### config.mk
export PLATFORM = sky130hd
export DESIGN_NAME = interrupt_stack_sequencer
export DESIGN_NICKNAME = d
export VERILOG_FILES = /design/src/rtl/isr_seq_pkg.sv /design/src/rtl/interrupt_stack_sequencer.sv
export SDC_FILE = /design/constraint.sdc
export NUM_CORES = 1
export LEC_CHECK = 0
export ABC_AREA = 1
export CORE_MARGIN = 2
export CORE_UTILIZATION = 43
export DETAILED_ROUTE_END_ITERATION = 6
export PLACE_DENSITY = 0.82
export SETUP_SLACK_MARGIN = 0.1
export SLEW_MARGIN = 20
export SYNTH_ARGS = -nofsm -noshare
export SYNTH_HDL_FRONTEND = slang
export SYNTH_SLANG_ARGS = --single-unit
### constraint.sdc
create_clock -name clk -period 2.9 [get_ports clk]
set_input_delay 0.58 -clock clk [delete_from_list [all_inputs] [get_ports clk]]
set_output_delay 0.58 -clock clk [all_outputs]
set_load 0.02 [all_outputs]
### src/rtl/isr_seq_pkg.sv
// Shared constants and state encoding for the interrupt entry / RTI stack sequencer.
package isr_seq_pkg;

  localparam int CCR_W = 4;
  localparam logic [7:0] VEC_ADDR = 8'h01;
  localparam logic [7:0] SP_RESET = 8'hFF;

  typedef enum logic [2:0] {
    ST_IDLE,
    ST_PUSH_PC,
    ST_PUSH_CCR,
    ST_FETCH_VEC,
    ST_POP_CCR,
    ST_POP_PC
  } state_t;

endpackage

### src/rtl/interrupt_stack_sequencer.sv
// Drives the data-memory port to push PC/CCR and fetch the vector on interrupt entry,
// and to pop CCR/PC on RTI; every non-IDLE state is a single stall cycle.
module interrupt_stack_sequencer
  import isr_seq_pkg::*;
(
  input  logic             clk,
  input  logic             rst,
  input  logic             int_req,
  input  logic             rti_req,
  input  logic [7:0]       pc_in,
  input  logic [CCR_W-1:0] ccr_in,
  input  logic [7:0]       sp_in,
  output logic             mem_read,
  output logic             mem_write,
  output logic [7:0]       address,
  output logic [7:0]       wdata,
  input  logic [7:0]       rdata,
  output logic             busy,
  output logic             pc_load,
  output logic [7:0]       pc_out,
  output logic             ccr_load,
  output logic [CCR_W-1:0] ccr_out,
  output logic             sp_load,
  output logic [7:0]       sp_out,
  output logic             int_ack,
  output logic             in_isr
);

  state_t           state_q, state_d;
  logic [7:0]       pc_q, pc_d;
  logic [7:0]       sp_q, sp_d;
  logic [CCR_W-1:0] ccr_q, ccr_d;
  logic             in_isr_q, in_isr_d;

  // 8-bit adders wrap naturally, giving modulo-256 stack arithmetic.
  logic [7:0] sp_m1, sp_m2, sp_p1, sp_p2;
  assign sp_m1 = sp_q - 8'd1;
  assign sp_m2 = sp_q - 8'd2;
  assign sp_p1 = sp_q + 8'd1;
  assign sp_p2 = sp_q + 8'd2;

  always_ff @(posedge clk) begin
    if (rst) begin
      state_q  <= ST_IDLE;
      pc_q     <= 8'h00;
      sp_q     <= 8'h00;
      ccr_q    <= '0;
      in_isr_q <= 1'b0;
    end else begin
      state_q  <= state_d;
      pc_q     <= pc_d;
      sp_q     <= sp_d;
      ccr_q    <= ccr_d;
      in_isr_q <= in_isr_d;
    end
  end

  always_comb begin
    state_d   = state_q;
    pc_d      = pc_q;
    sp_d      = sp_q;
    ccr_d     = ccr_q;
    in_isr_d  = in_isr_q;
    mem_read  = 1'b0;
    mem_write = 1'b0;
    address   = 8'h00;
    wdata     = 8'h00;
    pc_load   = 1'b0;
    pc_out    = 8'h00;
    ccr_load  = 1'b0;
    ccr_out   = '0;
    sp_load   = 1'b0;
    sp_out    = 8'h00;
    int_ack   = 1'b0;
    busy      = (state_q != ST_IDLE);
    in_isr    = in_isr_q;

    case (state_q)
      ST_IDLE: begin
        // RTI wins; a held int_req is simply re-seen on a later IDLE cycle.
        if (rti_req) begin
          state_d = ST_POP_CCR;
          pc_d    = pc_in;
          sp_d    = sp_in;
          ccr_d   = ccr_in;
        end else if (int_req && !in_isr_q) begin
          state_d = ST_PUSH_PC;
          pc_d    = pc_in;
          sp_d    = sp_in;
          ccr_d   = ccr_in;
        end
      end
      ST_PUSH_PC: begin
        mem_write = 1'b1;
        address   = sp_q;
        wdata     = pc_q;
        state_d   = ST_PUSH_CCR;
      end
      ST_PUSH_CCR: begin
        mem_write = 1'b1;
        address   = sp_m1;
        wdata     = {{(8-CCR_W){1'b0}}, ccr_q};
        state_d   = ST_FETCH_VEC;
      end
      ST_FETCH_VEC: begin
        mem_read = 1'b1;
        address  = VEC_ADDR;
        pc_load  = 1'b1;
        pc_out   = rdata;
        sp_load  = 1'b1;
        sp_out   = sp_m2;
        ccr_load = 1'b1;
        ccr_out  = '0;
        int_ack  = 1'b1;
        in_isr_d = 1'b1;
        state_d  = ST_IDLE;
      end
      ST_POP_CCR: begin
        mem_read = 1'b1;
        address  = sp_p1;
        ccr_load = 1'b1;
        ccr_out  = rdata[CCR_W-1:0];
        state_d  = ST_POP_PC;
      end
      ST_POP_PC: begin
        mem_read = 1'b1;
        address  = sp_p2;
        pc_load  = 1'b1;
        pc_out   = rdata;
        sp_load  = 1'b1;
        sp_out   = sp_p2;
        in_isr_d = 1'b0;
        state_d  = ST_IDLE;
      end
      default: state_d = ST_IDLE;
    endcase
  end

endmodule

# Yosys cells after proc, flatten, opt, wreduce, memory -nomap -nowiden
# Index checks and enable logic that the tools add are counted.
# totals
output_inout_bits,44
ff_bits,24
input_bits,32
# classes
eq_ne,6
mux,20
reduce_logical,11
add_sub_neg,4
# op_table
cell,n
$mux W8,5
$pmux W8 S5,1
$pmux W8 S2,2
$mux W4,3
$pmux W3 S4,1
$add A8 B1 Y8 const B,1
$add A8 B2 Y8 const B,1
$sub A8 B1 Y8 const B,1
$sub A8 B2 Y8 const B,1
$eq A3 B2 Y1 const B,2
$eq A3 B3 Y1 const B,2
$mux W3,2
$reduce_or A2 Y1,3
$mux W1,5
$reduce_bool A2 Y1,2
$eq A3 B1 Y1 const B,1
$logic_not A3 Y1,1
$ne A3 B3 Y1 const B,1
$reduce_bool A3 Y1,1
$reduce_or A3 Y1,1
$pmux W1 S2,1
$reduce_and A2 Y1,1
$logic_and A1 B1 Y1,1
$logic_not A1 Y1,1

# Depth between registers and ports, before layout
# logic_depth
depth_word,5
ltp_mapped,10
depth_no_buf,10

# Worst setup path before layout
# Ideal clock, no wire load.
# synth_timing
path_kind,register to output
start,register state_q[0]
end,output port address[3]
n_path_buf,0
slack_ps,558
t_arrival_ps,1762
t_required_ps,2320
path_stages_with_launch,8
cell_sequence,dfxtp_1 -> nor2_1 -> nand2_2 -> ha_1 -> or2_2 -> a21o_1 -> nand3_1 -> nand3_1
# synth_via
elab_chain_cells,2
elab_cells_between_ends,6
# synth_lines
item,line,rtl
from (decl),interrupt_stack_sequencer.sv:29,"state_t state_q, state_d;"
from (signal assigned),interrupt_stack_sequencer.sv:50,state_q <= state_d;
"$eq A3 B3 Y1, or another cell as far along",interrupt_stack_sequencer.sv:78,case (state_q)
$pmux W8 S5 (*),interrupt_stack_sequencer.sv:78,
to (decl),interrupt_stack_sequencer.sv:15,"output logic [7:0] address,"
# Mark *: on every way between the ends. The rest lies on a longest branch, timed or not.

# Worst setup path in the final report
# layout_timing
start,register state_q[1]
end,output port address[5]
# Same word-level chain as after synthesis.

==> run_results.csv <==
group,metric,value,unit
worst_setup_path,critPathLaunch,"state_q[1]",
route,drt-vias-per-instance,4.988,
layout,drive_gt1_share,9.309,%
sta,final-hold-violation-count,0,
worst_setup_path,endpoint,"address[5]",
power,cellLeakagePower,1.539,nW
clocking,cts_tree,"built",
route,routedWlPerCell,11.89,µm
power,pwr_density_cell,596.6,nW/µm²
layout,design.final.nets,420,
placed_design,placed_cell_area,2660,µm²
flow_run,max_cap_viol_count,0,
yosys,synth.top_cell.area_share,25.77,%
worst_setup_path,crit_path_start_kind,"flop",
worst_setup_path,cp-end-kind,"primary output",
clocking,root_buffer,"sky130_fd_sc_hd__clkbuf_8",
yosys,syn_inst,297,
yosys,share_of_flip_flops_with_an_asynchronous_set_or_reset_after_synthesis,0,%
route,drt_iter0_drc,128,
route,finalWirelength,5066,µm
global_routing,grt_remaining_overflow,0,
clocking,max-clock-path-buffers,2,
worst_setup_path,reg2reg_depth,7,
yosys,yosys.cell_count.top_type,"sky130_fd_sc_hd__nand2_1",
floorplanning,design.die.area,4878,µm²
worst_setup_path,r2r_slack,1420,ps
worst_setup_path,critical_path.max_fanout,5,
yosys,synth_enable_flop_cells,0,
clocking,clk_pin_slew,90,ps
sta,clock-skew-final,4.405,ps
min_path,hold_path_class,"flop to flop",
yosys,yosys_most_used_dff,"sky130_fd_sc_hd__dfxtp_1",
worst_setup_path,worst_r2r_src,"state_q[1]",
floorplanning,initial_utilization,45.62,%
yosys,sequential_cell_area_fraction_in_the_yosys_report,25.77,%
global_routing,grt_antenna_before_repair,0,
route,first_pass_iters,4,
worst_setup_path,worstPathRequired,2320,ps
yosys,synth_nets,340,
floorplanning,area_of_the_core,4086,µm²
sta,max_clock_freq,358.6,MHz
global_routing,grt_max_degree,38,
yosys,synthesis.area_per_instance,6.277,µm²
floorplanning,die_height,69.85,µm
yosys,synth.largest_area_cell,"sky130_fd_sc_hd__dfxtp_1",
outcome,status,"finished clean",
worst_setup_path,worstPathBufferInverterCount,1,
clocking,numClockSinks,24,
sta,min_period,2789,ps
worst_setup_path,critical_path_arrival,2210,ps
route,drtAntennaViolNets,0,
clocking,h-tree-depth,1,
yosys,post_synth_num_cell_types,27,
sta,setup_viol_count_final,0,
route,num_vias,2125,
sta,fin_setup_tns,0,ps
yosys,synth.cell_area,1864,µm²
yosys,synth.cells.most_frequent,"sky130_fd_sc_hd__nand2_1 (68), sky130_fd_sc_hd__inv_1 (50), sky130_fd_sc_hd__nor2_1 (42)",
layout,antenna_diode_count,0,
clocking,cts_hold_buffers_added,0,
route,detail_route.drc_violations,0,
power,ir_drop,0.3194,mV
worst_setup_path,critical_path_cell_count,10,
layout,area.growth.synth_to_final,48.72,%
layout,post-route-cell-area,2773,µm²
yosys,ys.warnings.count,0,
worst_setup_path,crit_path_frequent_cell,"sky130_fd_sc_hd__nand2_1",
layout,final_util,67.85,%
clocking,worst_skew_pair.late_latency,270,ps
yosys,yosys-top-cells-area,"sky130_fd_sc_hd__dfxtp_1 (26%), sky130_fd_sc_hd__nand2_1 (14%), sky130_fd_sc_hd__inv_1 (10%)",
sta,grt_setup_unrepaired,"yes",
global_routing,grt_pass1_wl,8383,µm
sta,timing.final.crit_share,96.16,%
placed_design,place_congestion,0.8143,
worst_setup_path,timing.setup.critical_path_class,"flop to primary output",
floorplanning,fp-row-count,23,
worst_setup_path,critical_path.cell_chain,"nor2_2 -> nand2_2 -> ha_1 -> or2_2 -> nand3b_1 -> nand2_1 -> nand2_1 -> nand3_1 -> nand2_1 -> clkdlybuf4s15_2",
yosys,synth.ff_latch_count,24,
floorplanning,pin_count,76,
worst_setup_path,timing.critical_path.slowest_stage_cell,"sky130_fd_sc_hd__dfxtp_1",
worst_setup_path,slowest_delay,360,ps
sta,tightest_slew,870.7,ps
global_routing,grt_pass1_vias,1870,
clocking,cts_made_buffers,3,
sta,relSlewSlack,41.77,%
worst_setup_path,rr_endpoint,"state_q[0]",
placed_design,dp_hpwl,3868,µm
placed_design,placement.io_buffers,75,
global_routing,groute.usage.overall,20.53,%
floorplanning,die_w,69.85,µm
sta,final_max_slew_viol_count,0,
worst_setup_path,worst_path_top_cell_family_by_delay,"simple AND/OR/NAND/NOR gates",
[cells in the final DEF (no fill, tap or decap), drive strengths merged]
| cell type | count |
|---|---|
| a21o | 1 |
| inv | 53 |
| nor3 | 3 |
| nand2 | 74 |
| a211oi | 17 |
| clkdlybuf4s50 | 51 |
| dlymetal6s2s | 16 |
| nand3 | 25 |
| buf | 8 |
| nand3b | 2 |
| clkbuf | 8 |
| dfxtp | 24 |
| o21ai | 13 |
| clkdlybuf4s15 | 1 |
| nand4 | 3 |
| a21oi | 10 |
| ha | 10 |
| nor2 | 44 |
| or2 | 1 |
| xor2 | 3 |
| clkinvlp | 1 |
| fa | 1 |
| o211ai | 2 |
| dlygate4sd2 | 3 |
| o221ai | 2 |
[area by class of cell]
class / instances / area (µm²)
clock buffer: 4 / 55.05
timing repair buffer: 83 / 828.3
inverter: 54 / 206.4
sequential: 24 / 480.5
multi-input combinational: 211 / 1140
fill: 374 / 1314
tap: 50 / 62.56
[metrics by stage]
step                power, mW  hold slack [ps]  setup slack [ps]  cells
floorplan               1.112            432.5             558.0    297
global placement        1.415            449.9             98.59    420
detailed placement      1.432            448.5             49.92    420
CTS                     1.648            464.9             9.076    426
global route            1.793            482.0             15.97    426
finish                  1.654            466.1             111.2    426
[tightest hold or removal path: cells and delay by family (launching register included)]
family | cells | cell delay (ps)
DFF | 1 | 300
buffers and inverters | 1 | 60
AOI/OAI and AO/OA | 1 | 60
[how the worst min path moves through the flow]
stage              from        to  cells after the start
2_1_floorplan  ccr_q[3]  ccr_q[3]                      2
3_3_place_gp   ccr_q[2]  ccr_q[2]                      2
3_5_place_dp   ccr_q[2]  ccr_q[2]                      2
4_1_cts        ccr_q[2]  ccr_q[2]                      2
5_1_grt         pc_q[1]   pc_q[1]                      2
6_report       ccr_q[0]  ccr_q[0]                      2
[registers in the layout (all words and copies together) (netlist names)]
register	count
pc_q	8
sp_q	8
ccr_q	4
state_q	3
in_isr	1
[report_power, final]
part	switching [mW]	total [mW]	internal [mW]
registers	0.0531	0.444	0.391
clock network	0.110	0.231	0.121
logic	0.585	0.979	0.394
[per-layer routing]
layer  share of wire (%)  vias up  routed length (µm)  track usage, %
met3                 5.5        8                 278           2.616
met2                  48       62                2438           35.45
met5                   0        -                   0               0
met1                  45      950                2262           26.23
li1                    -     1105                   -               -
met4                 1.7        0                  87           6.838
[cells by family after synthesis]
logic type	count (synthesis)	share of synthesized area, %
XOR/XNOR	3	1.410
buffers and inverters	63	14.63
flip-flops	24	25.77
adder cells (fa/ha/maj)	11	7.785
AO/OA/AOI/OAI	45	15.17
AND/OR/NAND/NOR	151	35.23
[repair_timing]
item                       4_1_cts  5_1_grt
setup endpoints to repair        8       25
cloned                           1        0
setup buffers                    1        0
pin swaps                        1        0
resized for setup               12       27
Power figures use the tool's default switching activity.
